==> config.mk <==
export PLATFORM = sky130hd
export DESIGN_NAME = eth_rx_frame_parser
export DESIGN_NICKNAME = d
export VERILOG_FILES = /design/src/rtl/eth_rx_frame_parser.sv
export SDC_FILE = /design/constraint.sdc
export NUM_CORES = 1
export LEC_CHECK = 0
export ABC_AREA = 1
export CAP_MARGIN = 30
export CORE_UTILIZATION = 50
export DETAILED_ROUTE_END_ITERATION = 7
export PLACE_DENSITY_LB_ADDON = 0.2
export SLEW_MARGIN = 10
export SYNTH_ARGS = -nofsm -noshare
export SYNTH_HDL_FRONTEND = slang
export SYNTH_SLANG_ARGS = --single-unit
==> constraint.sdc <==
create_clock -name clk -period 4.1 [get_ports clk]
set_input_delay 0.82 -clock clk [delete_from_list [all_inputs] [get_ports clk]]
set_output_delay 0.82 -clock clk [all_outputs]
set_load 0.05 [all_outputs]
==> src/rtl/eth_rx_frame_parser.sv <==
// Ethernet RX frame parser: captures an HDR_LEN-byte header, forwards payload and reports per-frame status.
// Define ETH_RX_MAC_FILTER_EN to enable destination MAC filtering (otherwise every frame is accepted).
module eth_rx_frame_parser #(
  parameter int HDR_LEN = 14,
  parameter int MIN_LEN = 50,
  parameter int MAX_LEN = 1504,
  parameter int CNT_W   = 11
) (
  input  logic                   clk,
  input  logic                   rst_n,
  input  logic [7:0]             data_in,
  input  logic                   data_in_vld,
  input  logic                   byte_in_vld,
  input  logic                   crc_vld,
  input  logic [47:0]            mac_addr,
  input  logic                   promisc,
  output logic [7:0]             data_out,
  output logic                   data_out_vld,
  output logic [8*HDR_LEN-1:0]   hdr,
  output logic                   hdr_vld,
  output logic [CNT_W-1:0]       stat_len,
  output logic                   stat_crc_err,
  output logic                   stat_runt,
  output logic                   stat_ovf,
  output logic                   stat_vld
);

  localparam int HW = 8 * HDR_LEN;

  typedef enum logic [2:0] {S_WAIT, S_IDLE, S_HDR, S_PAY, S_DROP} state_t;

  state_t             state_q, state_d;
  logic [4:0]         hcnt_q, hcnt_d;
  logic [HW-9:0]      hbuf_q, hbuf_d;
  logic [HW-1:0]      hdr_q, hdr_d;
  logic               hdr_vld_q, hdr_vld_d;
  logic [CNT_W-1:0]   pay_cnt_q, pay_cnt_d;
  logic               ovf_q, ovf_d, rpt_q, rpt_d, crc_last_q, crc_last_d;
  logic [CNT_W-1:0]   stat_len_q, stat_len_d;
  logic               crc_err_q, crc_err_d, runt_q, runt_d, sovf_q, sovf_d;
  logic               stat_vld_q, stat_vld_d;

  logic [HW-1:0]      hdr_next;
  logic [47:0]        dest;
  logic               addr_pass;
  logic               pay_full;

  // Header shifts in MSB-first, so byte 0 lands in the top byte after HDR_LEN bytes.
  assign hdr_next = {hbuf_q, data_in};
  assign dest     = hdr_next[HW-1 -: 48];

`ifdef ETH_RX_MAC_FILTER_EN
  assign addr_pass = promisc | (dest == mac_addr) | (&dest);
`else
  logic unused_filter;
  assign addr_pass     = 1'b1;
  assign unused_filter = ^{mac_addr, promisc, dest};
`endif

  assign pay_full     = (pay_cnt_q == CNT_W'(MAX_LEN));
  assign data_out     = data_in;
  assign data_out_vld = (state_q == S_PAY) & byte_in_vld & data_in_vld & ~pay_full;

  always_comb begin
    state_d    = state_q;
    hcnt_d     = hcnt_q;
    hbuf_d     = hbuf_q;
    hdr_d      = hdr_q;
    hdr_vld_d  = 1'b0;
    pay_cnt_d  = pay_cnt_q;
    ovf_d      = ovf_q;
    rpt_d      = rpt_q;
    crc_last_d = crc_last_q;
    stat_len_d = stat_len_q;
    crc_err_d  = crc_err_q;
    runt_d     = runt_q;
    sovf_d     = sovf_q;
    stat_vld_d = 1'b0;

    case (state_q)
      S_WAIT: if (!data_in_vld) state_d = S_IDLE;
      S_IDLE: begin
        if (data_in_vld && byte_in_vld) begin
          hbuf_d  = hdr_next[HW-9:0];
          hcnt_d  = 5'd1;
          state_d = S_HDR;
        end
      end
      S_HDR: begin
        if (data_in_vld && byte_in_vld) begin
          hbuf_d = hdr_next[HW-9:0];
          hcnt_d = hcnt_q + 5'd1;
          if (hcnt_q == 5'(HDR_LEN - 1)) begin
            if (addr_pass) begin
              hdr_d     = hdr_next;
              hdr_vld_d = 1'b1;
              state_d   = S_PAY;
            end else begin
              state_d = S_DROP;
            end
          end
        end
      end
      S_PAY: begin
        if (data_in_vld && byte_in_vld) begin
          if (pay_full) begin
            ovf_d   = 1'b1;
            rpt_d   = 1'b1;
            state_d = S_DROP;
          end else begin
            pay_cnt_d  = pay_cnt_q + CNT_W'(1);
            crc_last_d = crc_vld;
          end
        end
      end
      S_DROP: ;
      default: state_d = S_WAIT;
    endcase

    // Frame end overrides whatever the byte handling above decided.
    if (!data_in_vld && (state_q inside {S_HDR, S_PAY, S_DROP})) begin
      if (state_q == S_HDR) begin
        stat_len_d = '0;
        crc_err_d  = 1'b1;
        runt_d     = 1'b1;
        sovf_d     = 1'b0;
        stat_vld_d = 1'b1;
      end else if (state_q == S_PAY || rpt_q) begin
        stat_len_d = pay_cnt_q;
        crc_err_d  = ~crc_last_q;
        runt_d     = (pay_cnt_q < CNT_W'(MIN_LEN));
        sovf_d     = ovf_q;
        stat_vld_d = 1'b1;
      end
      state_d    = S_IDLE;
      pay_cnt_d  = '0;
      ovf_d      = 1'b0;
      rpt_d      = 1'b0;
      crc_last_d = 1'b0;
    end
  end

  always_ff @(posedge clk) begin
    if (!rst_n) begin
      state_q    <= S_WAIT;
      hcnt_q     <= '0;
      hdr_q      <= '0;
      hdr_vld_q  <= 1'b0;
      pay_cnt_q  <= '0;
      ovf_q      <= 1'b0;
      rpt_q      <= 1'b0;
      crc_last_q <= 1'b0;
      stat_len_q <= '0;
      crc_err_q  <= 1'b0;
      runt_q     <= 1'b0;
      sovf_q     <= 1'b0;
      stat_vld_q <= 1'b0;
    end else begin
      state_q    <= state_d;
      hcnt_q     <= hcnt_d;
      hdr_q      <= hdr_d;
      hdr_vld_q  <= hdr_vld_d;
      pay_cnt_q  <= pay_cnt_d;
      ovf_q      <= ovf_d;
      rpt_q      <= rpt_d;
      crc_last_q <= crc_last_d;
      stat_len_q <= stat_len_d;
      crc_err_q  <= crc_err_d;
      runt_q     <= runt_d;
      sovf_q     <= sovf_d;
      stat_vld_q <= stat_vld_d;
    end
  end

  always_ff @(posedge clk) begin
    hbuf_q <= hbuf_d;
  end

  assign hdr          = hdr_q;
  assign hdr_vld      = hdr_vld_q;
  assign stat_len     = stat_len_q;
  assign stat_crc_err = crc_err_q;
  assign stat_runt    = runt_q;
  assign stat_ovf     = sovf_q;
  assign stat_vld     = stat_vld_q;

endmodule

==> flow_metrics.tcl <==
set metrics [dict create \
    overflow 0 \
    cts_sinks 253 \
    first_iter_violations 439 \
    relSlewSlack 0.538 \
    yosys_register_bits 253 \
    maxCapViolations 0 \
    htreeDepth 1 \
    yosysUniqueCellTypes 30 \
    outcome "finished clean" \
    grt_pass1_wl_um 28900 \
    synth_area_leader_cell "edfxtp_1" \
    route.met3.wl_um 1220 \
    finClkSkew_ns 0.0108 \
    drt-total-wl_um 17800 \
    top_layer_used "met4" \
    synth_warnings 0 \
    timing.fmax_mhz 310 \
    synth_top_area_frac 0.356 \
    p_leak_nw 4.31 \
    dr_wl_met2_um 8260 \
    fp.coreArea_um2 17200 \
    grt_pass1_vias 5730 \
    crit_arrival_ns 2.41 \
    vdd_ir_drop_max_uv 353 \
    viasPerCell 4.95 \
    hp-class "reg -> reg" \
    crit_start "data_in_vld" \
    grt_max_degree 75 \
    critPathMaxFanout 13 \
    final_area_um2 11200 \
    synth_area_leaders "edfxtp_1, dfxtp_1, nor2_1" \
    post-cts-setup-buffers 0 \
    period_needed_ns 3.23 \
    num_vias 6099 \
    met1Wirelength_um 8020 \
    num_antenna_cells 0 \
    setup_viol 0 \
    cts_tree "yes" \
    synth_edf_count 104 \
    cp-start-kind "primary input" \
    post-place-ws_ns 0.888 \
    fin_nets 1053 \
    crit_path_end_kind "output port" \
    hold_buffers 0 \
    design.portCount 199 \
    synth_common_cells "nor2_1, dfxtp_1, o21ai_0" \
    die_w_um 134 \
    syn2layout_area_growth_pct 28.0 \
    initial_core_util 0.509 \
    cts_buffers 26 \
    async_flop_share 0 \
    drv_slew 0 \
    powerDensity_nw_per_um2 485 \
    worstMarginPinSlew_ns 0.693 \
    yosys.cell_count.top_type "nor2_1" \
    path_clk_slew_ns 0.06 \
    synth_fp_nets 919 \
    wl_per_cell_um 14.5 \
    rows 48 \
    layout_setup_ws_ns 0.873 \
    crit_type "in -> out" \
    layout-drive-gt1-share 0.0606 \
    rsz0062_at_grt "no" \
    cts_resized 0 \
    dp_hpwl_um 10900 \
    postSynthAreaPerCell_um2 10.3 \
    syn_inst 853 \
    worstReg2RegStart "state_q[0]" \
    tns_ns 0 \
    ys_seq_area_frac 0.696 \
    min_from "hbuf_q[34]" \
    worstPathRequired_ns 3.28 \
    antenna_found_initial 0 \
    dpl_cell_area_um2 10400 \
    die_h_um 134 \
    finalCritPeriodShare 0.787 \
    clockBufferDepth 3 \
    first_pass_iters 5 \
    drc 0 \
    globalplace.congestion 0.817 \
    dieArea_um2 18100 \
    ant_nets 0 \
    hold_violations 0 \
    clock_latency_ns 0.51 \
    port_buffers 149 \
    synthFlopType "dfxtp_1" \
    netlist_area_um2 8780 \
    cts_root_buf "clkbuf_16" \
    track_usage 0.199 \
]
==> power breakdown <==
| part | switching (W) | total [W] | leakage, nW | internal (W) |
|---|---|---|---|---|
| Clock | 0.000920 | 0.00228 | 0.414 | 0.00137 |
| Combinational | 0.000203 | 0.000277 | 1.75 | 0.0000740 |
| Sequential | 0.0000781 | 0.00289 | 2.15 | 0.00281 |
| Total | 0.00120 | 0.00545 | 4.31 | 0.00425 |
==> layer usage <==
layer,GRT usage,vias to the layer above
li1,-,3093
met1,0.266,2816
met2,0.322,167
met3,0.0529,23
met4,0.0487,0
met5,0,-
==> flip-flops by register name, indices dropped and copies added (netlist names) <==
register      cells
hdr             112
hbuf_q          104
pay_cnt_q        11
stat_len         11
hcnt_q            5
state_q           3
crc_last_q        1
hdr_vld           1
rpt_q             1
stat_crc_err      1
stat_ovf          1
stat_runt         1
stat_vld          1
==> worst max-delay path: stages <==
cell	delay (ns)
clkdlybuf4s50_1	0.52
nand2_1	0.20
nor2_2	0.20
nand2_1	0.07
buf_4	0.18
inv_1	0.17
buf_4	0.23
==> layout make-up <==
class,instances,area (um2)
repair buffers,157,1580
clock inverters,7,66.3
fillers,1415,6000
flip-flops and latches,253,6110
well taps,225,282
inverters,38,145
multi-input cells,511,2280
clock buffers,41,778
==> stage by stage <==
stage	util	std cells	power [W]	hold WS, ns
floorplan	-	853	0.00313	0.427
global placement	0.603	1184	0.00322	0.430
detailed placement	0.603	1184	0.00322	0.434
CTS	0.652	1232	0.00552	0.444
global route	0.652	1232	0.00565	0.448
finish	0.652	1232	0.00545	0.444
==> worst paths after layout <==
| path | to | slack, ns | cells after the start |
|---|---|---|---|
| worst min register to register | hbuf_q[42] | 0.44 | 0 |
| worst min-delay path | hbuf_q[42] | 0.44 | 0 |
| worst max-delay path | data_out_vld | 0.87 | 7 |
| worst max register to register | hbuf_q[82] | 1.96 | 6 |
==> placed cells by master (no fill, tap or decap), types with 7 or more instances in the layout <==
cell | synthesis | layout
inv_1 | 38 | 37
clkdlybuf4s50_1 | 0 | 147
o21ai_0 | 120 | 120
edfxtp_1 | 104 | 104
o21ai_1 | 15 | 15
nand2_1 | 60 | 60
buf_4 | 9 | 7
dfxtp_1 | 149 | 149
a21oi_1 | 15 | 15
nor2_1 | 244 | 244
nor3_1 | 8 | 8
clkbuf_16 | 0 | 27
nand3_1 | 26 | 26
clkbuf_1 | 20 | 9
==> cell families (layout without fill, tap and decap cells) <==
group,count (synthesis),count (layout),synth area share
xor+xnor,3,3,0.00299
buf+inv,89,243,0.0458
simple gates,353,353,0.163
compound gates,151,151,0.0864
fa+ha+maj,4,4,0.00570
flops,253,253,0.696
No activity file was read; power rests on OpenSTA's default activity.
==> patch: new RTL, same flow settings <==
Compare `hcnt_q` against `5'(HDR_LEN - 1)` with >= in place of ==.
--- a/src/rtl/eth_rx_frame_parser.sv
+++ b/src/rtl/eth_rx_frame_parser.sv
@@ -91,5 +91,5 @@
           hbuf_d = hdr_next[HW-9:0];
           hcnt_d = hcnt_q + 5'd1;
-          if (hcnt_q == 5'(HDR_LEN - 1)) begin
+          if (hcnt_q >= 5'(HDR_LEN - 1)) begin
             if (addr_pass) begin
               hdr_d     = hdr_next;
Formal check against the unedited RTL: no difference found for any inputs over 10 cycles, from zero or initial values and one cycle with rst_n low; that may be too few to reach the edited logic, so the function may still have changed.
==> patch against the unedited design <==
Worst setup slack got worse by 0.26 ns; synthesized area increased by 1.3%; sequential share of layout area decreased by 0.072 points; cell area increased by 0.13%; sequential cell count unchanged; die area increased by 1.3%; synthesized cell count decreased by 0.47%; wire length decreased by 1.2%; power decreased by 0.20%; critical endpoint unchanged.
==> patch: results (changes against the unedited design) <==
Critical path
  – Slowest stage cell, crit path: clkdlybuf4s50_1
  – CP peak stage delay: 0.80 ns (+0.28 ns)
  – Worst Path Arrival: 2.67 ns (+0.26 ns)

Synth
  – Compound-Gate Fraction of Synth Area: 0.0923 (+0.00590)
  – XOR/XNOR Fraction of Synth Area: 0.00689 (+0.00390)
  – Share of cell area taken by muxes after synthesis: 0 (unchanged)
  – Post-synth top cells: 247 x nor2_1, 149 x dfxtp_1, 104 x edfxtp_1
  – Post-synthesis net count: 915 (-0.44%)
  – Synth cell types: 29 (-3.3%)
  – Cells after Synth: 849 (-0.47%)
  – Largest cells by area after synthesis: edfxtp_1 35%, dfxtp_1 34%, nor2_1 10%, o21ai_0 5.6%, nand2_1 2.5%
  – Sequential fraction of the synthesis area: 0.687 (-0.00910)
  – Post-Synth Adder-Cell Area: 0.00563 (-0.0000746)
  – Main flop type after synthesis: dfxtp_1
  – Ys async rst share: 0 (unchanged)
  – Number of flops mapped to enable cells by yosys: 104 (unchanged)

GRT
  – Largest net degree at the start of global routing: 94 (+25%)
  – Total track usage: 0.194 (-0.00485)
  – Global-route wire length before repair: 28.1 mm (-2.7%)
  – Number of global-route vias before repair: 5566 (-2.9%)

CTS
  – CTS Root Cell: clkbuf_16
  – CTS buffer count: 26 (unchanged)
  – Worst-path clk slew: 0.06 ns (about the same)
  – Postcts setup bufs: 0 (unchanged)

Placement
  – GP Congestion: 0.874 (+7.0%)
  – Placement Setup Slack: 0.621 ns (-0.266 ns)
  – Placed cell areas: 10400 um^2 (+0.35%)
  – Detailed Place HPWL: 11.0 mm (+1.3%)
  – Placed cells: 1179 (-0.42%)

Route
  – Routed length per placed instance: 14.4 um (-0.71%)
  – Drt via density: 5.00 (+0.93%)
  – Starting DRC count in detailed routing: 335 (-24%)
  – Post-Route WL: 17.6 mm (-1.2%)

Power and ir drop
  – Leak: 3.95 nW (-8.4%)
  – Seq pwr share: 0.531 (about the same)
  – Peak VDD IR: 426 uV (+21%)
  – Net switching power: 1.22 mW (+1.3%)

Cells and area
  – Layout cell share with drive strength beyond 1: 0.0679 (+0.00736)
  – # nets final: 1048 (-0.47%)
  – Fillers: 1440 (+1.8%)

STA
  – Clock Skew: 0.00807 ns (-0.00277 ns)
  – Worst-margin pin slew: 0.854 ns (+0.161 ns)

Run status
  – Outcome: completed
patch: changes by cell type after synthesis, sizes merged, moves of 2 or more:
cell | unedited run | this run
a21oi | 15 | 13
xor2 | 3 | 7
nand3 | 28 | 24
inv | 38 | 36
o31ai | 0 | 11
o21ai | 135 | 120
a31oi | 0 | 2
patch: cell families (layout without fill, tap and decap cells):
| family | after synthesis | after routing |
|---|---|---|
| xor gates and xnor gates | 7 | 7 |
| AOI/OAI and AO/OA | 148 | 148 |
| buffers and inverters | 88 | 240 |
| DFF | 253 | 253 |
| and+or+nand+nor | 349 | 349 |
| adders and majority gates | 4 | 4 |
patch: layer usage:
layer | wire (um) | vias to the layer above | track usage
met5 | 0 | - | 0
met4 | 340 | 0 | 0.0524
met3 | 952 | 25 | 0.0430
met2 | 8450 | 164 | 0.320
met1 | 7850 | 2854 | 0.257
li1 | - | 3083 | -
patch: layout make-up:
type | count | area, um^2 | share of cell area
Sequential cell | 253 | 6110 | 0.543
Clock buffer | 39 | 751 | 0.0667
Multi-Input combinational cell | 508 | 2330 | 0.207
Timing Repair Buffer | 157 | 1570 | 0.140
Clock inverter | 8 | 72.6 | 0.00645
Tap cell | 225 | 282 | 0.0250
Inverter | 36 | 140 | 0.0125
patch: final timing paths:
path / depth (start not counted) / startpoint / slack (ns) / to
worst min-delay path: 0 / hbuf_q[20]$_DFFE_PP_ / 0.44 / hbuf_q[28]$_DFFE_PP_
worst max-delay path: 6 / data_in_vld / 0.61 / data_out_vld
worst min register to register: 0 / hbuf_q[20]$_DFFE_PP_ / 0.44 / hbuf_q[28]$_DFFE_PP_
worst max register to register: 10 / hcnt_q[0]$_SDFFE_PN0P_ / 2.02 / hdr[80]$_SDFFE_PN0P_
